**src/rtl/ex_fwd_ctrl_pkg.sv**
```systemverilog
// Shared definitions for the EX-stage forwarding/hazard controller:
// operand-select encodings and the register index width.
package ex_fwd_ctrl_pkg;

   localparam int REG_INDEX_SIZE = 5;

   typedef logic [REG_INDEX_SIZE-1:0] reg_index_bus_t;

   typedef enum logic [1:0] {
      FWD_SEL_ID2EX  = 2'b00,
      FWD_SEL_EX2MEM = 2'b01,
      FWD_SEL_MEM2WB = 2'b10
   } fwd_sel_e;

endpackage

```
**src/rtl/ex_fwd_ctrl_port.sv**
```systemverilog
// Per-operand forwarding decision: stage matches, operand select,
// load-use hit and pending-scoreboard hit for one EX source operand.
module ex_fwd_port
   import ex_fwd_ctrl_pkg::*;
#(
   parameter int REG_IDX_W = REG_INDEX_SIZE
) (
   input  logic                        rs_en,
   input  logic [REG_IDX_W-1:0]        rs_idx,
   input  logic                        fwd_allow,
   input  logic                        ex_rd_en,
   input  logic [REG_IDX_W-1:0]        ex_rd_idx,
   input  logic                        ex_is_load,
   input  logic                        wb_rd_en,
   input  logic [REG_IDX_W-1:0]        wb_rd_idx,
   input  logic [(1<<REG_IDX_W)-1:0]   sb_q,
   input  logic                        mc_done,
   input  logic [REG_IDX_W-1:0]        mc_done_idx,
   output logic [1:0]                  fwd_sel,
   output logic                        lu_hit,
   output logic                        sb_hit
);

   logic ex_match;
   logic wb_match;

   // Youngest producer wins; a result retiring from MEM/WB this cycle bypasses a pending bit
   always_comb begin
      ex_match = 1'b0;
      wb_match = 1'b0;
      fwd_sel  = FWD_SEL_ID2EX;
      lu_hit   = 1'b0;
      sb_hit   = 1'b0;

      ex_match = rs_en && fwd_allow && ex_rd_en && (ex_rd_idx != '0) && (ex_rd_idx == rs_idx);
      wb_match = rs_en && fwd_allow && wb_rd_en && (wb_rd_idx != '0) && (wb_rd_idx == rs_idx);

      if (ex_match) begin
         fwd_sel = FWD_SEL_EX2MEM;
      end else if (wb_match) begin
         fwd_sel = FWD_SEL_MEM2WB;
      end

      lu_hit = ex_match && ex_is_load;
      sb_hit = rs_en && sb_q[rs_idx] && !(mc_done && (mc_done_idx == rs_idx));
   end

endmodule

```
**src/rtl/ex_fwd_ctrl.sv**
```systemverilog
// EX-stage operand forwarding and hazard controller. Holds the pending
// scoreboard for multi-cycle ops and ORs per-port hazards into one stall.
// Optional feature macro: EX_FWD_PERF_EN adds saturating stall-cause counters.
module ex_fwd_ctrl
   import ex_fwd_ctrl_pkg::*;
#(
   parameter int RD_PORTS  = 2,
   parameter int REG_IDX_W = REG_INDEX_SIZE
) (
   input  logic                          clk,
   input  logic                          rst,
   input  logic [RD_PORTS-1:0]           id2ex_rs_en_i,
   input  logic [RD_PORTS*REG_IDX_W-1:0] id2ex_rs_idx_i,
   input  logic [RD_PORTS-1:0]           id2ex_fwd_allow_i,
   input  logic                          ex2mem_rd_en_i,
   input  logic [REG_IDX_W-1:0]          ex2mem_rd_idx_i,
   input  logic                          ex2mem_is_load_i,
   input  logic                          mem2wb_rd_en_i,
   input  logic [REG_IDX_W-1:0]          mem2wb_rd_idx_i,
   input  logic                          mc_issue_i,
   input  logic [REG_IDX_W-1:0]          mc_issue_idx_i,
   input  logic                          mc_done_i,
   input  logic [REG_IDX_W-1:0]          mc_done_idx_i,
   output logic [2*RD_PORTS-1:0]         fwd_sel_o,
   output logic                          stall_o,
   output logic                          sb_busy_o
`ifdef EX_FWD_PERF_EN
   ,
   output logic [31:0]                   perf_lu_stall_o,
   output logic [31:0]                   perf_sb_stall_o
`endif
);

   localparam int SB_DEPTH = 1 << REG_IDX_W;

   logic [SB_DEPTH-1:0] sb_q;
   logic [SB_DEPTH-1:0] sb_d;
   logic                sb_busy_q;
   logic [RD_PORTS-1:0] lu_hit;
   logic [RD_PORTS-1:0] sb_hit;
   logic                lu_stall;
   logic                sb_stall;

   for (genvar p = 0; p < RD_PORTS; p++) begin : g_port
      ex_fwd_port #(
         .REG_IDX_W (REG_IDX_W)
      ) u_port (
         .rs_en       (id2ex_rs_en_i[p]),
         .rs_idx      (id2ex_rs_idx_i[p*REG_IDX_W +: REG_IDX_W]),
         .fwd_allow   (id2ex_fwd_allow_i[p]),
         .ex_rd_en    (ex2mem_rd_en_i),
         .ex_rd_idx   (ex2mem_rd_idx_i),
         .ex_is_load  (ex2mem_is_load_i),
         .wb_rd_en    (mem2wb_rd_en_i),
         .wb_rd_idx   (mem2wb_rd_idx_i),
         .sb_q        (sb_q),
         .mc_done     (mc_done_i),
         .mc_done_idx (mc_done_idx_i),
         .fwd_sel     (fwd_sel_o[2*p +: 2]),
         .lu_hit      (lu_hit[p]),
         .sb_hit      (sb_hit[p])
      );
   end

   assign lu_stall  = |lu_hit;
   assign sb_stall  = |sb_hit;
   assign stall_o   = lu_stall || sb_stall;
   assign sb_busy_o = sb_busy_q;

   // Next scoreboard: clear on completion first so a same-cycle re-issue wins; x0 never pends
   always_comb begin
      sb_d = sb_q;
      if (mc_done_i) begin
         sb_d[mc_done_idx_i] = 1'b0;
      end
      if (mc_issue_i && (mc_issue_idx_i != '0)) begin
         sb_d[mc_issue_idx_i] = 1'b1;
      end
   end

   // Scoreboard register; busy flag tracks the new contents so it always equals OR of sb_q
   always_ff @(posedge clk) begin
      if (rst) begin
         sb_q      <= '0;
         sb_busy_q <= 1'b0;
      end else begin
         sb_q      <= sb_d;
         sb_busy_q <= |sb_d;
      end
   end

`ifdef EX_FWD_PERF_EN
   // Saturating per-cause stall cycle counters
   always_ff @(posedge clk) begin
      if (rst) begin
         perf_lu_stall_o <= '0;
         perf_sb_stall_o <= '0;
      end else begin
         if (lu_stall && (perf_lu_stall_o != 32'hFFFF_FFFF)) begin
            perf_lu_stall_o <= perf_lu_stall_o + 32'd1;
         end
         if (sb_stall && (perf_sb_stall_o != 32'hFFFF_FFFF)) begin
            perf_sb_stall_o <= perf_sb_stall_o + 32'd1;
         end
      end
   end
`endif

endmodule

```
**config.mk**
```make
export PLATFORM = sky130hd
export DESIGN_NAME = ex_fwd_ctrl
export DESIGN_NICKNAME = d
export VERILOG_FILES = /design/src/rtl/ex_fwd_ctrl_pkg.sv /design/src/rtl/ex_fwd_ctrl_port.sv /design/src/rtl/ex_fwd_ctrl.sv
export SDC_FILE = /design/constraint.sdc
export NUM_CORES = 1
export LEC_CHECK = 0
export ABC_CLOCK_PERIOD_IN_PS = 5290
export CAP_MARGIN = 20
export CORE_ASPECT_RATIO = 1.1
export CORE_MARGIN = 10
export CORE_UTILIZATION = 44
export CTS_BUF_LIST = sky130_fd_sc_hd__clkbuf_8
export DETAILED_ROUTE_END_ITERATION = 16
export HOLD_SLACK_MARGIN = 0.05
export PLACE_DENSITY_LB_ADDON = 0.15
export SETUP_SLACK_MARGIN = 0.4
export SYNTH_ARGS = -nofsm -noshare
export SYNTH_HDL_FRONTEND = slang
export SYNTH_HIERARCHICAL = 1
export SYNTH_SLANG_ARGS = --single-unit
```
**constraint.sdc**
```tcl
create_clock -name clk -period 5.29 [get_ports clk]
set_clock_uncertainty 0.1 [all_clocks]
set_input_delay 1.587 -clock clk [delete_from_list [all_inputs] [get_ports clk]]
set_output_delay 1.587 -clock clk [all_outputs]
set_load 0.01 [all_outputs]
```
==> results of run 1 <==
metal layers:
layer | vias up | routed length [um] | global-route usage (%)
met5 | - | 0 | 0
met4 | 0 | 190 | 6.57
met3 | 17 | 707 | 3.74
met2 | 147 | 4210 | 30.4
met1 | 1315 | 3680 | 21.9
li1 | 1330 | - | -
Yosys cell counts (2+ instances only):
| cell type | count | area [um2] |
|---|---|---|
| dfxtp_1 | 33 | 661 |
| o21ai_0 | 31 | 155 |
| xnor2_1 | 27 | 236 |
| nand2_1 | 23 | 86.3 |
| a21oi_1 | 18 | 90.1 |
| nor2_1 | 17 | 63.8 |
| mux4_1 | 12 | 315 |
| clkbuf_1 | 11 | 41.3 |
| nand3_1 | 11 | 55.1 |
| nor2b_1 | 10 | 62.6 |
| nand4_1 | 9 | 56.3 |
| nor3_1 | 9 | 45.0 |
| buf_6 | 6 | 67.6 |
| mux2i_1 | 6 | 60.1 |
| nand2b_1 | 6 | 37.5 |
| nor4_1 | 6 | 37.5 |
| o21a_1 | 6 | 45.0 |
| inv_1 | 5 | 18.8 |
| nand4b_1 | 5 | 43.8 |
| a22oi_1 | 4 | 30.0 |
| a311oi_1 | 4 | 35.0 |
| buf_4 | 4 | 30.0 |
| nand3b_1 | 4 | 30.0 |
| o41ai_1 | 4 | 35.0 |
| a211oi_1 | 3 | 22.5 |
| and3_1 | 3 | 18.8 |
| and2_1 | 2 | 12.5 |
| and4_1 | 2 | 17.5 |
| mux4_2 | 2 | 45.0 |
| nand4bb_1 | 2 | 22.5 |
| nor3b_1 | 2 | 15.0 |
| o2111a_1 | 2 | 22.5 |
| o211ai_1 | 2 | 15.0 |
| o21ai_1 | 2 | 10.0 |
| or3_1 | 2 | 12.5 |
| or4_1 | 2 | 15.0 |
final timing paths:
| kind | start | endpoint | slack (ns) | cells after the start |
|---|---|---|---|---|
| setup / recovery | mc_done_idx_i[1] | stall_o | 0.31 | 7 |
| hold / removal | sb_q[0] | sb_q[0] | 0.44 | 1 |
| setup reg to reg | sb_q[1] | sb_busy_o | 3.72 | 5 |
| hold reg to reg | sb_q[0] | sb_q[0] | 0.44 | 1 |
layout by cell type, fill, tap and decap left out, types with 4 or more instances in the layout:
| cell type | netlist | routed |
|---|---|---|
| nand3b_1 | 4 | 4 |
| nor2b_1 | 10 | 10 |
| dfxtp_1 | 33 | 33 |
| nand4b_1 | 5 | 5 |
| o21a_1 | 6 | 6 |
| mux4_2 | 2 | 10 |
| a22oi_1 | 4 | 4 |
| mux4_1 | 12 | 4 |
| nand4_1 | 9 | 9 |
| clkbuf_8 | 0 | 5 |
| nand2b_1 | 6 | 6 |
| xnor2_1 | 27 | 27 |
| nor2_1 | 17 | 17 |
| inv_1 | 5 | 8 |
| clkdlybuf4s50_1 | 0 | 26 |
| nand3_1 | 11 | 11 |
| nor3_1 | 9 | 9 |
| nand2_1 | 23 | 23 |
| o21ai_0 | 31 | 29 |
| buf_6 | 6 | 5 |
| mux2i_1 | 6 | 5 |
| a21oi_1 | 18 | 18 |
| buf_4 | 4 | 37 |
| o21ai_1 | 2 | 4 |
| dlymetal6s2s_1 | 0 | 8 |
| nor4_1 | 6 | 6 |
power by group through the flow:
stage | Sequential, mW | Combinational, mW | Clock, mW
final | 0.256 | 0.173 | 0.176
after global routing | 0.256 | 0.184 | 0.189
after CTS | 0.256 | 0.163 | 0.176
after detailed placement | 0.261 | 0.162 | 0
after global placement | 0.261 | 0.161 | 0
after floorplan | 0.261 | 0.0814 | 0
what timing repair did:
action | in CTS | in global routing
resized for setup | 40 | 35
cloned | 0 | 0
setup endpoints to repair | 5 | 4
setup buffers | 0 | 4
pin swaps | 5 | 9
cell families after synthesis:
kind of cell / count (synthesis)
flip-flops: 33
AO/OA/AOI/OAI: 82
multiplexers: 21
XOR/XNOR: 27
buffers and inverters: 26
AND/OR/NAND/NOR: 121
state kept, by name, indices dropped and copies added, names as in the netlist:
signal     flops
sb_q          32
sb_busy_o      1
area by class of cell:
| cell class | count | area [um2] |
|---|---|---|
| multi-input combinational | 251 | 1890 |
| timing repair buffer | 88 | 823 |
| clock buffer | 5 | 68.8 |
| fill | 530 | 2270 |
| tap | 77 | 96.3 |
| sequential | 33 | 661 |
| clock inverter | 3 | 11.3 |
| inverter | 5 | 18.8 |
==> flow_summary.ini, run 1 <==
[synth]
synth-seq-cells = 33
synth-compound-area-share_pct = 19.1
ys.flop_type = dfxtp_1
avgSynthCellArea_um2 = 8.68
async_flop_share_pct = 0
synth-simple-area-share_pct = 25.7
synth_cells = 310
synth_mux_area_share_pct = 16.0
synth_edf_count = 0
synth_area_mm2 = 0.00269
synthAdderAreaFrac_pct = 0
synth_top_family_by_area = simple AND/OR/NAND/NOR gates
synth_xor_area_share_pct = 8.79
syn-num-nets = 351
yosysUniqueCellTypes = 49
ys_warn_count = 6
yosysSeqAreaShare_pct = 24.6

[floorplanning]
fp-row-count = 29
die-area_mm2 = 0.00964
die_w_um = 94.6
ios = 47
coreArea_mm2 = 0.00584
initial_core_util_pct = 46.0
fp.dieH_um = 102

[setup_path]
cp.required_ns = 3.60
critPathMaxFanout = 3
cp_num_buf_inv = 2
path_class = primary input to output port
worst_setup_path_start_kind = primary input
path_cells = clkdlybuf4s50_1 > xnor2_1 > nand4_1 > o21ai_1 > a311oi_1 > or4_1 > buf_6
cp.arrival_ns = 3.29
critPathSlowestCell = clkdlybuf4s50_1
end_kind = output port
path_delay_family = buffers and inverters
slowest_delay_ns = 0.54

[power]
power.switching_uw = 175
clkPwrFrac_pct = 29.1
p_leak_nw = 1.34
seqPwrFrac_pct = 42.3
power.density_mw_per_mm2 = 169
combPwrFrac_pct = 28.5
peakVddDrop_uv = 162
internal_power_uw = 430
p_sw_share_pct = 28.9
total_power_uw = 605

[global_routing]
antenna_found_initial = 0
grt_max_degree = 34
grt_pass1_vias = 2691
grt_overflow = 0
grt_first_pass_wirelength_mm = 13.9
grtUsageTotal_pct = 17.9

[cts]
clkTransAtPathRegs_ns = 0.06
clock_path_buffers = 2
hold_buffers = 0
cts_made_buffers = 5
clock_sinks = 33
clk_latency_ns = 0.29
cts_tree = done
htree_levels = 2
cts-root-buf = clkbuf_8

[layout]
final_cell_area_mm2 = 0.00357
stdcell_count = 462
diodes = 0
layout-drive-gt1-share_pct = 19.7
postLayoutCoreUtil_pct = 61.1
final_net_count = 425
syn_to_final_growth_pct = 32.8

[worst_hold_path]
min_path_type = flip-flop to flip-flop

[place]
dp_cells = 449
gp_congestion = 0.955
place_ws_ns = -0.614
dp_hpwl_mm = 6.89
placed_area_mm2 = 0.00339
port_buffers = 46

[timing]
fmax_mhz = 201
fin_crit_sh_pct = 94.0
hold_slack_ns = 0.438
hold_viol_final = 0
grt_setup_unrepaired = yes
setup_ws_ns = 0.315
worstMarginPinSlew_ns = 0.536
maxSlewHeadroom_pct = 64.2
setup_viol = 0
finalCriticalPeriod_ns = 4.98
drv_slew = 0
tns_ns = 0

[routing]
drtPass1Iterations = 5
remaining_drc_errors = 0
wl_per_cell_um = 19.0
drt_wl_total_mm = 8.79
vias = 2809
first_iter_violations = 160
ant_nets = 0
via_per_inst = 6.08

[run]
maxCapViolCount = 0

[outcome]
status = finished, final reports clean
No activity file was read; power rests on OpenSTA's default activity.
==> inputs of run 2 (changes only) <==
--- a/config.mk
+++ b/config.mk
@@ -5,16 +5,18 @@
 export SDC_FILE = /design/constraint.sdc
 export NUM_CORES = 1
 export LEC_CHECK = 0
+export ABC_AREA = 1
 export ABC_CLOCK_PERIOD_IN_PS = 5290
 export CAP_MARGIN = 20
+export CELL_PAD_IN_SITES_DETAIL_PLACEMENT = 2
+export CELL_PAD_IN_SITES_GLOBAL_PLACEMENT = 2
 export CORE_ASPECT_RATIO = 1.1
 export CORE_MARGIN = 10
-export CORE_UTILIZATION = 44
+export CORE_UTILIZATION = 31
 export CTS_BUF_LIST = sky130_fd_sc_hd__clkbuf_8
 export DETAILED_ROUTE_END_ITERATION = 16
 export HOLD_SLACK_MARGIN = 0.05
 export PLACE_DENSITY_LB_ADDON = 0.15
-export SETUP_SLACK_MARGIN = 0.4
 export SYNTH_ARGS = -nofsm -noshare
 export SYNTH_HDL_FRONTEND = slang
 export SYNTH_HIERARCHICAL = 1
==> run 2 against run 1 <==
Compared with the run above:
- worst hold slack got worse by 0.018 ns
- cell area increased by 13%
- combinational power grew 26%
- largest cell class unchanged
- clock-buffer cell count rose by 1
- critical path depth rose by 2
- largest power group unchanged
- synthesized area increased by 14%
- highest routed layer unchanged
- routed wire length rose by 69%
==> flow_summary.ini, run 2 <==
[timing]
tns_ns = 0
worstMarginPinSlew_ns = 0.877
hold_slack_ns = 0.419
hold_viol_final = 0
finalCriticalPeriod_ns = 5.18
drv_slew = 0
maxSlewHeadroom_pct = 41.1
fmax_mhz = 193
fin_crit_sh_pct = 97.8
grt_setup_unrepaired = no
setup_viol = 0

[routing]
remaining_drc_errors = 0
wl_per_cell_um = 20.0
drt_wl_total_mm = 14.9
drtPass1Iterations = 4
vias = 3917
ant_nets = 0
first_iter_violations = 181
via_per_inst = 5.27

[setup_path]
critPathMaxFanout = 3
cp.required_ns = 3.60
end_kind = output port
path_class = primary input to output port
cp.arrival_ns = 3.49
worst_setup_path_start_kind = primary input

[layout]
layout_commonest_cell = nand2_1
largest_reg_flops = 32
layout-drive-gt1-share_pct = 15.4
multi_input_area_mm2 = 0.00204
fillers = 1266
top_register = sb_q
diodes = 0
final_net_count = 663
final_cell_mix = nand2_1, nor2_1, nand3_1
final-seq-area_um2 = 661
final_cell_area_mm2 = 0.00402
postLayoutCoreUtil_pct = 41.1
syn_to_final_growth_pct = 30.7

[global_routing]
grt_max_degree = 30
antenna_found_initial = 0
grtUsageTotal_pct = 20.5
grt_first_pass_wirelength_mm = 23.7
grt_pass1_vias = 4462
grt_overflow = 0

[cts]
clock_path_buffers = 2
clock_sinks = 33
hold_buffers = 0
htree_levels = 2
cts-root-buf = clkbuf_8
clk_latency_ns = 0.30
cts_tree = done
clkTransAtPathRegs_ns = 0.08
cts_made_buffers = 5

[synth]
synth_cells = 541
synth_area_mm2 = 0.00308
yosysMostFrequentCell = nand2_1
ys.flop_type = dfxtp_1
yosysUniqueCellTypes = 36
synth_area_leader_cell = nand2_1
async_flop_share_pct = 0
avgSynthCellArea_um2 = 5.69
synth.area.top_cells = nand2_1, dfxtp_1, nor2_1
synth.top_cells.by_count = nand2_1, nor2_1, nand3_1, inv_1, a21oi_1
synth-seq-cells = 33
ys_warn_count = 6
syn-num-nets = 582
yosysTopAreaCellShare_pct = 24.0
synth_edf_count = 0
yosysSeqAreaShare_pct = 21.5

[power]
power.switching_uw = 231
clkPwrFrac_pct = 34.7
combPwrFrac_pct = 30.1
total_power_uw = 727
p_sw_share_pct = 31.8
internal_power_uw = 495
power.density_mw_per_mm2 = 181
p_leak_nw = 1.90
peakVddDrop_uv = 177
seqPwrFrac_pct = 35.3

[worst_hold_path]
min_path_type = flip-flop to flip-flop

[place]
port_buffers = 46
dp_hpwl_mm = 11.7
placed_area_mm2 = 0.00387
gp_congestion = 0.874

[floorplanning]
die_w_um = 115
coreArea_mm2 = 0.00979
fp.dieH_um = 125
ios = 47
die-area_mm2 = 0.0143
initial_core_util_pct = 31.4
fp-row-count = 38

[run]
maxCapViolCount = 0

[outcome]
status = finished, final reports clean
[run 2: cell count changes after synthesis, moves of 7 or more]
cell and change:
nor2b_1 -10, clkbuf_1 -8, nand2_1 +174, o21ai_1 +12, inv_1 +37, nand4_1 -7, nor2_1 +50, xnor2_1 -21
mux4_1 -12, nand3_1 +33, a21oi_1 +17, nor2_2 +9
[run 2: repair_timing]
action / CTS / global route
gates resized for setup: 18 / 2
endpoints found under the setup margin: 3 / 3
gates cloned: 2 / 0
setup buffers: 1 / 0
[run 2: power by group through the flow]
| stage | Sequential (mW) | Clock, mW | Combinational (mW) |
|---|---|---|---|
| 3_5_place_dp | 0.262 | 0 | 0.216 |
| 4_1_cts | 0.256 | 0.255 | 0.218 |
| 6_report | 0.256 | 0.252 | 0.218 |
| 3_3_place_gp | 0.262 | 0 | 0.208 |
| 5_1_grt | 0.257 | 0.262 | 0.240 |
| 2_1_floorplan | 0.261 | 0 | 0.108 |
[run 2: final timing paths]
path	from	end	slack, ns	cells after the start
max	id2ex_rs_idx_i[9]	stall_o	0.11	9
min	sb_q[12]	sb_q[12]	0.42	2
min reg2reg	sb_q[12]	sb_q[12]	0.42	2
max reg2reg	sb_q[10]	sb_busy_o	3.95	8
[run 2: cell families (layout without fill, tap and decap cells)]
logic type,Yosys count,count (layout),share of synthesized area [%]
compound gates,90,90,15.9
xor+xnor,8,8,2.28
buf+inv,70,152,12.8
flops,33,33,21.5
simple gates,340,340,47.6
[run 2: area by class of cell]
cell class | count | area share (%)
inverter | 49 | 4.95
multi-input combinational | 438 | 50.7
clock inverter | 2 | 0.840
sequential | 33 | 16.4
tap | 120 | 3.73
timing repair inverter | 1 | 0.187
clock buffer | 6 | 2.05
timing repair buffer | 94 | 21.1
[run 2: stage by stage]
stage / cells / setup slack (ns)
finish: 743 / 0.114
detailed placement: 731 / -0.342
CTS: 742 / 0.0270
global placement: 731 / -0.302
global route: 743 / 0.00722
floorplan: 541 / 0.772
[run 2: worst max-delay path, stage by stage]
cell	delay, ns
clkdlybuf4s50_1	0.50
xnor2_2	0.23
nand2_1	0.07
nor2_1	0.10
a21boi_1	0.11
nand2_1	0.10
nor2_2	0.03
or4_1	0.46
dlygate4sd2_1	0.30
[run 2: layer usage]
layer / share of wire, % / GRT usage [%] / up-vias
met4: 3.1 / 8.45 / 0
met3: 3.7 / 2.94 / 27
met5: 0 / 0 / -
met1: 40 / 22.5 / 1922
li1: - / - / 1894
met2: 53 / 37.7 / 74
